$ cat src/rtl/id_ex_if.sv
// Decode -> execute handshake bundle for the ID/EX pipeline register.
// The master drives the decoded instruction plus the EX-side ready/flush.
// The slave is the pipeline register itself.
interface id_ex_if #(
    parameter int XLEN = 32
);
    // Decode side
    logic            id_valid;
    logic            id_ready;
    logic [XLEN-1:0] id_pc;
    logic [XLEN-1:0] id_rd1;
    logic [XLEN-1:0] id_rd2;
    logic [XLEN-1:0] id_immext;
    logic [4:0]      id_rs1;
    logic [4:0]      id_rs2;
    logic [4:0]      id_rd;
    logic [13:0]     id_ctrl;

    // Execute side
    logic            ex_ready;
    logic            flush;
    logic            ex_valid;
    logic [XLEN-1:0] ex_pc;
    logic [XLEN-1:0] ex_rd1;
    logic [XLEN-1:0] ex_rd2;
    logic [XLEN-1:0] ex_immext;
    logic [4:0]      ex_rs1;
    logic [4:0]      ex_rs2;
    logic [4:0]      ex_rd;
    logic [13:0]     ex_ctrl;

    modport master (
        output id_valid, id_pc, id_rd1, id_rd2, id_immext,
               id_rs1, id_rs2, id_rd, id_ctrl, ex_ready, flush,
        input  id_ready, ex_valid, ex_pc, ex_rd1, ex_rd2, ex_immext,
               ex_rs1, ex_rs2, ex_rd, ex_ctrl
    );

    modport slave (
        input  id_valid, id_pc, id_rd1, id_rd2, id_immext,
               id_rs1, id_rs2, id_rd, id_ctrl, ex_ready, flush,
        output id_ready, ex_valid, ex_pc, ex_rd1, ex_rd2, ex_immext,
               ex_rs1, ex_rs2, ex_rd, ex_ctrl
    );
endinterface

$ cat src/rtl/id_ex_stage.sv
// ID/EX pipeline register with load-use bubble insertion, branch/jump flush
// and saturating bubble/flush counters for performance debug.
// id_ctrl layout: {ResultSrc[1:0], MemWrite, ALUSrc, RegWrite, Jump, Branch,
//                  ALUControl[3:0], 3'b0}
module id_ex_stage #(
    parameter int XLEN  = 32,
    parameter int CNT_W = 16
) (
    input  logic             clk,
    input  logic             rst_n,
    id_ex_if.slave           bus,
    output logic [CNT_W-1:0] bubble_count,
    output logic [CNT_W-1:0] flush_count
);

    // Control bundle bit positions used by the hazard check
    localparam int CTRL_RESULTSRC_HI = 13;
    localparam int CTRL_RESULTSRC_LO = 12;
    localparam int CTRL_REGWRITE     = 9;

    // One captured instruction
    typedef struct packed {
        logic [XLEN-1:0] pc;
        logic [XLEN-1:0] rd1;
        logic [XLEN-1:0] rd2;
        logic [XLEN-1:0] immext;
        logic [4:0]      rs1;
        logic [4:0]      rs2;
        logic [4:0]      rd;
        logic [13:0]     ctrl;
    } entry_t;

    // Mutually exclusive register-update actions, highest priority first
    typedef enum logic [2:0] {
        UPD_FLUSH,
        UPD_LOAD,
        UPD_BUBBLE,
        UPD_IDLE,
        UPD_HOLD
    } upd_t;

    entry_t           r_entry;
    logic             r_valid;
    logic [CNT_W-1:0] r_bubble_cnt;
    logic [CNT_W-1:0] r_flush_cnt;

    entry_t           w_id_entry;
    logic             w_ex_is_load;
    logic             w_load_use;
    logic             w_advance;
    upd_t             w_upd;

    // Saturating increment: an all-ones counter stays put instead of wrapping
    function automatic logic [CNT_W-1:0] sat_inc(input logic [CNT_W-1:0] v);
        return (&v) ? v : v + CNT_W'(1);
    endfunction

    assign w_id_entry = '{
        pc:     bus.id_pc,
        rd1:    bus.id_rd1,
        rd2:    bus.id_rd2,
        immext: bus.id_immext,
        rs1:    bus.id_rs1,
        rs2:    bus.id_rs2,
        rd:     bus.id_rd,
        ctrl:   bus.id_ctrl
    };

    // A held load that writes a real register (x0 never creates a dependency)
    assign w_ex_is_load = r_valid
                        && (r_entry.ctrl[CTRL_RESULTSRC_HI:CTRL_RESULTSRC_LO] == 2'b01)
                        && r_entry.ctrl[CTRL_REGWRITE]
                        && (r_entry.rd != 5'd0);

    // Both source fields are compared even when the instruction ignores rs2;
    // an occasional spurious bubble is cheaper than decoding operand usage here.
    assign w_load_use = bus.id_valid && w_ex_is_load
                      && ((bus.id_rs1 == r_entry.rd) || (bus.id_rs2 == r_entry.rd));

    assign w_advance   = !r_valid || bus.ex_ready;
    assign bus.id_ready = w_advance && !w_load_use && !bus.flush;

    // Pick the single action the register takes at the next edge
    always_comb begin
        // NOTE: default assigned first so every path drives w_upd and no latch is inferred.
        w_upd = UPD_HOLD;
        if (bus.flush) begin
            w_upd = UPD_FLUSH;
        end else if (w_advance) begin
            if (bus.id_valid && !w_load_use) begin
                w_upd = UPD_LOAD;
            end else if (w_load_use) begin
                w_upd = UPD_BUBBLE;
            end else begin
                w_upd = UPD_IDLE;
            end
        end
    end

    // Pipeline entry: load, clear to a bubble, or hold while EX is stalled
    always_ff @(posedge clk or negedge rst_n) begin
        if (!rst_n) begin
            r_valid <= 1'b0;
            r_entry <= '0;
        end else begin
            // NOTE: non-blocking assignments so every register samples pre-edge values.
            unique case (w_upd)
                UPD_LOAD: begin
                    r_valid <= 1'b1;
                    r_entry <= w_id_entry;
                end
                UPD_FLUSH, UPD_BUBBLE, UPD_IDLE: begin
                    // Clearing the whole entry zeroes RegWrite/MemWrite/Jump/Branch
                    r_valid <= 1'b0;
                    r_entry <= '0;
                end
                default: begin
                    // UPD_HOLD: EX has not consumed the entry; keep everything
                end
            endcase
        end
    end

    // Performance counters: bubbles only when not overridden by a flush
    always_ff @(posedge clk or negedge rst_n) begin
        if (!rst_n) begin
            r_bubble_cnt <= '0;
            r_flush_cnt  <= '0;
        end else begin
            if (w_upd == UPD_BUBBLE) begin
                r_bubble_cnt <= sat_inc(r_bubble_cnt);
            end
            if (w_upd == UPD_FLUSH) begin
                r_flush_cnt <= sat_inc(r_flush_cnt);
            end
        end
    end

    assign bus.ex_valid  = r_valid;
    assign bus.ex_pc     = r_entry.pc;
    assign bus.ex_rd1    = r_entry.rd1;
    assign bus.ex_rd2    = r_entry.rd2;
    assign bus.ex_immext = r_entry.immext;
    assign bus.ex_rs1    = r_entry.rs1;
    assign bus.ex_rs2    = r_entry.rs2;
    assign bus.ex_rd     = r_entry.rd;
    assign bus.ex_ctrl   = r_entry.ctrl;
    assign bubble_count  = r_bubble_cnt;
    assign flush_count   = r_flush_cnt;

endmodule

$ cat src/flat_wrapper.sv
// flat-port wrapper written by rule: the top's interface ports become plain ports
module id_ex_stage_flat 
#(
    parameter int XLEN  = 32,
    parameter int CNT_W = 16
)
  (clk, rst_n, bubble_count, flush_count, bus_id_valid, bus_id_pc, bus_id_rd1, bus_id_rd2, bus_id_immext, bus_id_rs1, bus_id_rs2, bus_id_rd, bus_id_ctrl, bus_ex_ready, bus_flush, bus_id_ready, bus_ex_valid, bus_ex_pc, bus_ex_rd1, bus_ex_rd2, bus_ex_immext, bus_ex_rs1, bus_ex_rs2, bus_ex_rd, bus_ex_ctrl);
  id_ex_if #(.XLEN(XLEN)) bus_i ();
  input  logic clk;
  input  logic rst_n;
  output logic [CNT_W-1:0] bubble_count;
  output logic [CNT_W-1:0] flush_count;
  input wire logic [$bits(bus_i.id_valid)-1:0] bus_id_valid;
  input wire logic [$bits(bus_i.id_pc)-1:0] bus_id_pc;
  input wire logic [$bits(bus_i.id_rd1)-1:0] bus_id_rd1;
  input wire logic [$bits(bus_i.id_rd2)-1:0] bus_id_rd2;
  input wire logic [$bits(bus_i.id_immext)-1:0] bus_id_immext;
  input wire logic [$bits(bus_i.id_rs1)-1:0] bus_id_rs1;
  input wire logic [$bits(bus_i.id_rs2)-1:0] bus_id_rs2;
  input wire logic [$bits(bus_i.id_rd)-1:0] bus_id_rd;
  input wire logic [$bits(bus_i.id_ctrl)-1:0] bus_id_ctrl;
  input wire logic [$bits(bus_i.ex_ready)-1:0] bus_ex_ready;
  input wire logic [$bits(bus_i.flush)-1:0] bus_flush;
  output wire logic [$bits(bus_i.id_ready)-1:0] bus_id_ready;
  output wire logic [$bits(bus_i.ex_valid)-1:0] bus_ex_valid;
  output wire logic [$bits(bus_i.ex_pc)-1:0] bus_ex_pc;
  output wire logic [$bits(bus_i.ex_rd1)-1:0] bus_ex_rd1;
  output wire logic [$bits(bus_i.ex_rd2)-1:0] bus_ex_rd2;
  output wire logic [$bits(bus_i.ex_immext)-1:0] bus_ex_immext;
  output wire logic [$bits(bus_i.ex_rs1)-1:0] bus_ex_rs1;
  output wire logic [$bits(bus_i.ex_rs2)-1:0] bus_ex_rs2;
  output wire logic [$bits(bus_i.ex_rd)-1:0] bus_ex_rd;
  output wire logic [$bits(bus_i.ex_ctrl)-1:0] bus_ex_ctrl;
  assign bus_i.id_valid = bus_id_valid;
  assign bus_i.id_pc = bus_id_pc;
  assign bus_i.id_rd1 = bus_id_rd1;
  assign bus_i.id_rd2 = bus_id_rd2;
  assign bus_i.id_immext = bus_id_immext;
  assign bus_i.id_rs1 = bus_id_rs1;
  assign bus_i.id_rs2 = bus_id_rs2;
  assign bus_i.id_rd = bus_id_rd;
  assign bus_i.id_ctrl = bus_id_ctrl;
  assign bus_i.ex_ready = bus_ex_ready;
  assign bus_i.flush = bus_flush;
  assign bus_id_ready = bus_i.id_ready;
  assign bus_ex_valid = bus_i.ex_valid;
  assign bus_ex_pc = bus_i.ex_pc;
  assign bus_ex_rd1 = bus_i.ex_rd1;
  assign bus_ex_rd2 = bus_i.ex_rd2;
  assign bus_ex_immext = bus_i.ex_immext;
  assign bus_ex_rs1 = bus_i.ex_rs1;
  assign bus_ex_rs2 = bus_i.ex_rs2;
  assign bus_ex_rd = bus_i.ex_rd;
  assign bus_ex_ctrl = bus_i.ex_ctrl;
  id_ex_stage #(.XLEN(XLEN), .CNT_W(CNT_W)) u_core (.clk(clk), .rst_n(rst_n), .bus(bus_i), .bubble_count(bubble_count), .flush_count(flush_count));
endmodule
$ cat config.mk
export PLATFORM = sky130hd
export DESIGN_NAME = id_ex_stage_flat
export DESIGN_NICKNAME = d
export VERILOG_FILES = /design/src/rtl/id_ex_if.sv /design/src/rtl/id_ex_stage.sv /design/src/flat_wrapper.sv
export SDC_FILE = /design/constraint.sdc
export NUM_CORES = 1
export LEC_CHECK = 0
export ABC_AREA = 1
export BUFFER_PORTS_ARGS = -buffer_cell sky130_fd_sc_hd__buf_4
export CAP_MARGIN = 25
export CELL_PAD_IN_SITES_DETAIL_PLACEMENT = 2
export CELL_PAD_IN_SITES_GLOBAL_PLACEMENT = 2
export CORE_MARGIN = 8
export CORE_UTILIZATION = 27
export DETAILED_ROUTE_END_ITERATION = 7
export PLACE_DENSITY_LB_ADDON = 0.1
export SYNTH_ARGS = -nofsm -noshare
export SYNTH_HDL_FRONTEND = slang
export SYNTH_SLANG_ARGS = --single-unit
$ cat constraint.sdc
create_clock -name clk -period 1.85 [get_ports clk]
set_input_delay 0.0925 -clock clk [delete_from_list [all_inputs] [get_ports clk]]
set_output_delay 0.0925 -clock clk [all_outputs]
set_load 0.02 [all_outputs]
==> out/metrics.yaml <==
cts:
  clk_path_buf_depth: 2
  tritoncts: "done"
  clkLatencyLatePin_ns: 0.44
  cts.htree.levels: 4
  cts_root_buffer: "clkbuf_16"
  cts_buffers: 17
  clock-sinks: 190
  cts.reportedPaths.clkPinSlew_ns: 0.08
worst_setup_path:
  start_kind: "flop"
  worstPathRequired_ns: 1.76
  endpoint_kind: "output pin"
  crit_path_max_fanout: 4
  arrival_ns: 1.90
  path_class: "reg -> out"
sta:
  worstMarginPinSlew_ns: 0.743
  max_slew_margin: 0.504
  finalHoldViolCount: 0
  fmax_ghz: 0.502
  fin_ws_ns: -0.143
  rsz0062_at_grt: "yes"
  finClkSkew_ns: 0.0134
  fin_crit_sh: 1.08
  finalSetupTns_ns: -2.65
  finalMaxSlewViolations: 0
  min_period_ns: 1.99
  setup_viol: 82
logic_synthesis:
  synthesis.area_um2: 8240
  synth.area.top_cells: "dfrtp_1 (58%), nand3_1 (11%), inv_1 (9.1%)"
  synthCells: 929
  ys_ff_latch: 190
  yosysWarnings: 0
  synth_async_sr_flop_share: 1.00
  synth_common_cells: "inv_1 (200), dfrtp_1 (190), nand3_1 (173), o21ai_0 (121), nand2_1 (73)"
  synth_edf_count: 0
  synth_top_area_cell: "dfrtp_1"
  yosysMostFrequentCell: "inv_1"
  postSynthAreaPerCell_um2: 8.87
  yosys_most_used_dff: "dfrtp_1"
  ys_types: 25
  synth_top_cell_area_share: 0.577
  synth_nets: 1093
  ys_seq_area_frac: 0.577
routing:
  drt_first_iter_violations: 320
  drc: 0
  dr.pass1.iters: 4
  finalWirelength_um: 40200
  wire_per_inst_um: 21.4
  via_count: 8685
  vias_per_cell: 4.63
  drtAntennaViolNets: 0
placement:
  placement.cell_area_um2: 11600
  place.gp.congestion: 0.755
  io_buffer_count: 352
  dp.final_hpwl_um: 25200
job:
  max_cap_violations: 0
die:
  start_util: 0.272
  die_area_um2: 36400
  ios: 353
  die_width_um: 191
  die_h_um: 191
  rows: 64
  core_um2: 30300
global_route:
  grt_pass1_vias: 10022
  grt_pass1_wl_um: 61200
  grt_max_degree: 153
  antenna_found_initial: 4
  gr-total-overflow: 0
  track_usage: 0.217
power:
  power_density_nw_per_um2: 767
  p_leak_uw: 0.00691
  ir_drop_uv: 561
cells_and_area:
  area_growth_pct: 72.2
  num-nets-final: 1629
  drive_gt1_frac: 0.330
  fin_area_um2: 14200
run_status:
  violations: "setup timing"
  outcome: "complete, but fails checks"
worst_hold_path:
  hold_path.class: "in -> reg"
==> final cells by class <==
type                    count  area, um2
fillers                  3178      16200
repair buffers            567       4880
flip-flops and latches    190       4760
multi-input cells         488       2660
inverters                 201        757
well taps                 396        495
clock buffers              19        453
clock inverters            12        181
diodes                      4       10.0
==> through the flow <==
step                instances  setup slack, ns  hold WS, ns  total power [uW]   util
floorplan                 929           0.0947       -0.203              5360      -
global placement         1664           -0.141       0.0261              6360  0.381
detailed placement       1664           -0.181       0.0239              6390  0.381
CTS                      1864           -0.146       0.0651             10900  0.460
global route             1877           -0.236        0.117             11400  0.468
finish                   1877           -0.143       0.0969             10900  0.468
==> cells in the final DEF, fill, tap and decap left out, drive strengths merged, types with 2 or more instances in the layout <==
cell	instances
buf	407
bufinv	4
diode	4
inv	205
nor4	3
nor3	9
xnor2	11
nand2	74
nand4	7
dlygate4sd3	158
o21ai	154
clkinv	3
dfrtp	190
o22ai	7
clkbuf	20
xor2	17
nor2	28
nand3	173
ha	2
==> where the power goes <==
part | switching (uW) | internal [uW] | total, uW
clock network | 1780 | 2350 | 4130
registers | 202 | 4370 | 4580
logic | 1150 | 1030 | 2180
total | 3140 | 7750 | 10900
==> routing by layer <==
layer | share of wire | global-route usage | vias to the layer above
li1 | - | - | 4027
met1 | 0.41 | 0.256 | 4317
met2 | 0.49 | 0.367 | 272
met3 | 0.060 | 0.0567 | 69
met4 | 0.041 | 0.0949 | 0
met5 | 0 | 0 | -
==> cell families (layout without fill, tap and decap cells) <==
logic type,count (synthesis),count (layout),share of synthesized area
adder cells (fa/ha/maj),2,2,0.00304
AND/OR/NAND/NOR,294,294,0.167
buffers and inverters,251,799,0.122
XOR/XNOR,28,28,0.0298
AO/OA/AOI/OAI,164,164,0.102
flip-flops,190,190,0.577
other,0,4,0
==> final timing paths <==
| path | from | to | slack [ns] | depth (start not counted) |
|---|---|---|---|---|
| worst max-delay path | u_core.bus.ex_rd[2] | bus_id_ready | -0.14 | 9 |
| worst min-delay path | bus_flush | u_core.flush_count[12] | 0.1 | 4 |
| worst max register to register | u_core.bus.ex_rd[2] | u_core.bus.ex_rd2[14] | -0.09 | 9 |
| worst min register to register | u_core.bubble_count[14] | u_core.bubble_count[14] | 0.51 | 2 |
| max in group asynchronous | rst_n | u_core.bus.ex_rd[4] | 1.05 | 3 |
| min in group asynchronous | rst_n | u_core.bus.ex_rd2[9] | 0.13 | 2 |
==> timing repair <==
item	4_1_cts	5_1_grt
pin swaps	10	16
buffers inserted	9	9
hold endpoints to repair	347	0
endpoints found under the setup margin	172	179
gates resized for setup	29	48
hold buffers	158	0
gates cloned	2	0
==> state kept, by name, indices dropped and copies added, names as in the netlist, 14 cells and up <==
name and count:
u_core.flush_count 16, u_core.bus.ex_ctrl 14, u_core.bubble_count 16, u_core.bus.ex_pc 32, u_core.bus.ex_rd2 32, u_core.bus.ex_immext 32, u_core.bus.ex_rd1 32
==> critical path, stage by stage (launching register included) <==
cell     delay, ns
dfrtp_1       0.43
buf_6         0.14
nand2_2       0.07
nand2_2       0.06
nor2_2        0.08
nand3_2       0.11
a21oi_4       0.21
nor2_4        0.09
buf_12        0.14
buf_8         0.12
Note: power is estimated with default switching activity, not from simulation.
